--- config.mk ---
export PLATFORM = sky130hd
export DESIGN_NAME = shift_rr_scheduler
export DESIGN_NICKNAME = d
export VERILOG_FILES = /design/src/rtl/shift_pkg.sv /design/src/rtl/barrel_shifter.sv /design/src/rtl/rr_arb2.sv /design/src/rtl/shift_rr_scheduler.sv
export SDC_FILE = /design/constraint.sdc
export NUM_CORES = 1
export LEC_CHECK = 0
export CORE_ASPECT_RATIO = 1.1
export CORE_MARGIN = 4
export CORE_UTILIZATION = 41
export CTS_CLUSTER_SIZE = 14
export DETAILED_ROUTE_END_ITERATION = 8
export PLACE_DENSITY = 0.85
export SKIP_LAST_GASP = 1
export SYNTH_ARGS = -nofsm -noshare
export SYNTH_HDL_FRONTEND = slang
export SYNTH_SLANG_ARGS = --single-unit
--- constraint.sdc ---
create_clock -name clk -period 1.5 [get_ports clk]
set_input_delay 0.3 -clock clk [delete_from_list [all_inputs] [get_ports clk]]
set_output_delay 0.3 -clock clk [all_outputs]
set_load 0.1 [all_outputs]
--- src/rtl/shift_pkg.sv ---
// Shared types and constants for the shift_rr_scheduler block.
// The sticky field exists only when SHIFT_STICKY_EN is defined.
package shift_pkg;

  localparam int DATA_W = 11;
  localparam int AMT_W  = 4;
  localparam int NREQ   = 2;

  typedef struct packed {
    logic [DATA_W-1:0] data;
    logic [AMT_W-1:0]  amt;
  } shift_req_t;

  typedef struct packed {
    logic              id;
    logic [DATA_W-1:0] data;
`ifdef SHIFT_STICKY_EN
    logic              sticky;
`endif
  } shift_rsp_t;

  typedef enum logic {
    OUT_EMPTY,
    OUT_FULL
  } out_state_e;

`ifdef SHIFT_STICKY_EN
  // Ones in the bit positions that a right shift by amt discards; all ones once amt >= DATA_W.
  function automatic logic [DATA_W-1:0] low_mask(input logic [AMT_W-1:0] amt);
    return ~({DATA_W{1'b1}} << amt);
  endfunction
`endif

endpackage

--- src/rtl/barrel_shifter.sv ---
// Logical-right barrel shifter datapath with zero fill.
// Amounts of DATA_W or more yield zero.
module BarrelShifter #(
  parameter int DATA_W = 11,
  parameter int AMT_W  = 4
) (
  input  logic [DATA_W-1:0] data_in,
  input  logic [AMT_W-1:0]  amt,
  output logic [DATA_W-1:0] data_out
);

  assign data_out = data_in >> amt;

endmodule

--- src/rtl/rr_arb2.sv ---
// Two-way round-robin arbiter; last_grant resets to 1 so requester 0 wins
// the first contention. The pointer only moves when update marks a transfer.
module rr_arb2 (
  input  logic       clk,
  input  logic       rst_n,
  input  logic [1:0] req,
  input  logic       update,
  output logic [1:0] grant
);

  logic last_grant;

  // NOTE: every always_comb output gets a default first so no path can infer a latch.
  always_comb begin
    grant = 2'b00;
    unique case (req)
      2'b01:   grant = 2'b01;
      2'b10:   grant = 2'b10;
      2'b11:   grant = last_grant ? 2'b01 : 2'b10;
      default: grant = 2'b00;
    endcase
  end

  // NOTE: sequential state uses non-blocking assignments so all flops sample together.
  always_ff @(posedge clk or negedge rst_n) begin
    if (!rst_n) begin
      last_grant <= 1'b1;
    end else if (update) begin
      last_grant <= grant[1];
    end
  end

endmodule

--- src/rtl/shift_rr_scheduler.sv ---
// Shares one barrel shifter between two valid/ready requesters with a
// one-entry registered result stage. Optional sticky output: SHIFT_STICKY_EN.
module shift_rr_scheduler
  import shift_pkg::*;
(
  input  logic                   clk,
  input  logic                   rst_n,
  input  logic [NREQ-1:0]        req_valid,
  output logic [NREQ-1:0]        req_ready,
  input  logic [NREQ*DATA_W-1:0] req_data,
  input  logic [NREQ*AMT_W-1:0]  req_amt,
  output logic                   rsp_valid,
  input  logic                   rsp_ready,
  output logic                   rsp_id,
  output logic [DATA_W-1:0]      rsp_data
`ifdef SHIFT_STICKY_EN
  ,
  output logic                   rsp_sticky
`endif
);

  shift_req_t        req [NREQ];
  shift_req_t        sel;
  shift_rsp_t        rsp_d;
  shift_rsp_t        rsp_q;
  out_state_e        state;
  out_state_e        state_next;
  logic [NREQ-1:0]   grant;
  logic              can_accept;
  logic              accept;
  logic [DATA_W-1:0] shifted;

  always_comb begin
    for (int i = 0; i < NREQ; i++) begin
      req[i].data = req_data[i*DATA_W +: DATA_W];
      req[i].amt  = req_amt[i*AMT_W +: AMT_W];
    end
  end

  rr_arb2 u_arb (
    .clk    (clk),
    .rst_n  (rst_n),
    .req    (req_valid),
    .update (accept),
    .grant  (grant)
  );

  // A full register can still take a new result when it drains in the same cycle.
  assign can_accept = (state == OUT_EMPTY) || rsp_ready;
  assign req_ready  = grant & {NREQ{can_accept}};
  assign accept     = |(req_valid & req_ready);
  assign sel        = grant[1] ? req[1] : req[0];

  BarrelShifter #(
    .DATA_W (DATA_W),
    .AMT_W  (AMT_W)
  ) u_shifter (
    .data_in  (sel.data),
    .amt      (sel.amt),
    .data_out (shifted)
  );

  always_comb begin
    rsp_d.id   = grant[1];
    rsp_d.data = shifted;
`ifdef SHIFT_STICKY_EN
    rsp_d.sticky = |(sel.data & low_mask(sel.amt));
`endif
  end

  always_comb begin
    state_next = state;
    unique case (state)
      OUT_EMPTY: if (accept) state_next = OUT_FULL;
      OUT_FULL:  if (rsp_ready && !accept) state_next = OUT_EMPTY;
      default:   state_next = OUT_EMPTY;
    endcase
  end

  // NOTE: the result register is reset so an in-flight result is discarded, not just hidden.
  always_ff @(posedge clk or negedge rst_n) begin
    if (!rst_n) begin
      state <= OUT_EMPTY;
      rsp_q <= '0;
    end else begin
      state <= state_next;
      if (accept) rsp_q <= rsp_d;
    end
  end

  assign rsp_valid = (state == OUT_FULL);
  assign rsp_id    = rsp_q.id;
  assign rsp_data  = rsp_q.data;
`ifdef SHIFT_STICKY_EN
  assign rsp_sticky = rsp_q.sticky;
`endif

endmodule

==> qor.yml, run 1 <==
run_status: "finished, violations left"
violations: "negative setup slack"
worstSkewPairLatency_ns: 0.30
synth_largest_area_cell: "mux4_2"
cts.htree.levels: 1
reg2regPathDepth: 6
routed_wirelength_um: 5320
dieArea_sq_mm: 0.00443
antennaDiodeCount: 0
cts_inserted_buffers: 3
via_count: 1542
setup.reg_to_reg.worst_slack_ns: -0.37
initial_antenna_violation_count: 0
total_leakage_power_uw: 0.00113
timing.final.setup_violations: 13
ys_seq_elements: 14
layout_overhead_on_the_synthesized_area_pct: 87.4
yosys_most_used_dff: "dfrtp_1"
cts.clk_slew.worst_paths_ns: 0.09
cts.hold.buffers_added: 0
synth_nets: 164
finalMaxSlewViolations: 0
syn_inst: 129
synth-edff-count: 0
drt-wirelength-per-cell_um: 19.7
skew_ns: 0.000936
met2_length_um: 2900
route.layer.met1.wl_um: 2030
vdd.ir_drop.worst_mv: 0.358
tritoncts: "yes"
boundaryPins: 50
synth-async-reset-ratio_pct: 100
yosysSeqAreaShare_pct: 25.0
synth.distinct_cells: 41
cts_buffer_depth: 2
place_congestion: 0.920
proportion_of_layout_cells_with_a_drive_suffix_above_1_pct: 51.4
path_class: "in2reg"
route.top_layer_used: "met4"
critical_path.max_fanout: 5
regToRegStartpoint: "u_arb.last_grant"
max_slew_margin_pct: 71.7
r2r-end: "rsp_data[0]"
fmax_ghz: 0.533
drt_iter0_drc: 119
worst_setup_path_end_kind: "register"
grt_start_max_net_pins: 15
drt-pass1-iter-count: 4
floorplan.die.height_um: 69.4
yosysWarningCount: 0
grt_pass1_wl_um: 7730
viasPerCell: 5.71
cts_sinks: 14
worst-slew-pin-transition_ns: 0.424
post-route-period-util_pct: 125
grt_overflow: 0
grt_setup_unrepaired: "true"
cts_root_buf: "clkbuf_4"
crit_arrival_ns: 2.05
synth_top_area_share_pct: 24.0
dpl.hpwl_um: 3730
final_nets: 258
timing.hold.worst.class: "in2async"
power_uw: 2190
post_synth.cell_area_avg_sq_um: 10.9
floorplan.rows: 22
port_buffers: 49
fin_crit_ns: 1.88
final_cell_area_sq_mm: 0.00263
floorplan.initialDensity_pct: 42.2
worst_slack_placed_ns: -0.665
worst_setup_path_start_kind: "input port"
drc: 0
finalWorstSetupSlack_ns: -0.376
mappedNetlistArea_sq_mm: 0.00141
synth.top_cells.by_area: "mux4_2 (24%), dfrtp_1 (23%), mux2i_1 (8.5%), nand2_1 (6.4%), buf_6 (3.2%)"
cap_violations: 0
crit_start: "req_amt[6]"
grt.total_usage_pct: 22.3
final.setup.tns_ns: -3.16
via_count_of_the_first_global_routing_pass: 1621
timing.critical_path.required_ns: 1.67
die_w_um: 63.8
post_drt_antenna_nets: 0
pwr_density_cell_mw_per_mm2: 832
core-area_sq_mm: 0.00333
placedInstanceArea_sq_mm: 0.00236
report.final.hold_viol_count: 0
routed_wl_met3_um: 257
==> sequential cells by signal, summed over array words and instances (netlist names) <==
register and cells:
rsp_data 11, rsp_id 1, rsp_valid 1, u_arb.last_grant 1
==> cells in the final DEF (no fill, tap or decap), types with 3 or more instances in the layout <==
cell and n:
buf_4 37, clkdlybuf4s50_1 27, nand2_1 22, buf_12 16, mux4_2 15, dfrtp_1 12
mux2i_1 11, buf_6 10, dlygate4sd2_1 6, o21ai_1 4, nor2b_4 3, mux2i_4 3
clkbuf_4 3
==> synthesized netlist by cell type (2+ instances only) <==
library cell,instances
inv_1,2
nor3_1,2
nor2_1,5
dfrtp_1,13
o21ai_1,6
mux2i_1,12
a21oi_1,2
mux2_2,3
buf_6,4
a32oi_1,2
a32o_1,2
o21ai_0,2
a21o_1,2
nand3b_1,2
mux4_2,15
o31ai_1,2
nand2_1,24
nor2b_1,4
o211ai_1,2
buf_2,2
==> how the worst max path moves through the flow <==
stage	endpoint	slack (ns)	cells past startpoint
global route	rsp_data[0]	-0.42	6
finish	rsp_data[0]	-0.38	5
global placement	rsp_data[3]	-0.59	8
CTS	rsp_data[0]	-0.28	6
detailed placement	rsp_data[7]	-0.67	8
floorplan	req_ready[1]	-0.32	3
==> report_power, final <==
part	switching [uW]	internal, uW
sequential	68.7	434
clock	138	148
combinational	765	636
==> worst max-delay path, stage by stage <==
cell and delay (ns):
clkdlybuf4s50_1 0.73, mux4_2 0.37, mux2_2 0.29, o21ai_0 0.21, o21ai_1 0.14
==> metal layers <==
metal / vias up / global-route usage, %
met4: 0 / 8.39
met5: - / 0
li1: 688 / -
met2: 75 / 42.8
met1: 768 / 23.8
met3: 11 / 3.40
==> logic make-up after synthesis <==
kind of cell	Yosys count	synth area share, %
AO/OA/AOI/OAI	30	17.5
buffers and inverters	10	5.25
flip-flops	14	25.0
multiplexers	32	37.6
AND/OR/NAND/NOR	43	14.6
==> cell type report <==
type                    instances  area (sq um)
repair buffers                 97          1050
well taps                      48          60.1
flip-flops and latches         14           355
inverters                       2          7.51
fillers                       186           698
clock buffers                   4          36.3
multi-input cells             105          1130
==> repair_timing <==
| action | 4_1_cts | 5_1_grt |
|---|---|---|
| hold endpoints to repair | 0 | 0 |
| buffers inserted | 7 | 5 |
| pin swaps | 10 | 1 |
| setup endpoints to repair | 13 | 13 |
| gates resized for setup | 32 | 8 |
==> metrics by stage <==
step                std cells  hold slack [ns]  util (%)
finish                    270            0.334      79.0
global route              270            0.335      79.0
global placement          255            0.523      70.8
detailed placement        255            0.523      70.8
floorplan                 129          0.00441         -
CTS                       265            0.309      76.9
Power figures use the tool's default switching activity.
==> inputs of run 2 (changes only) <==
--- a/config.mk
+++ b/config.mk
@@ -5,6 +5,7 @@
 export SDC_FILE = /design/constraint.sdc
 export NUM_CORES = 1
 export LEC_CHECK = 0
+export ABC_CLOCK_PERIOD_IN_PS = 1500
 export CORE_ASPECT_RATIO = 1.1
 export CORE_MARGIN = 4
 export CORE_UTILIZATION = 41
==> results of run 2 <==
The final DEF is identical to that of run 1; final timing and power are the same.
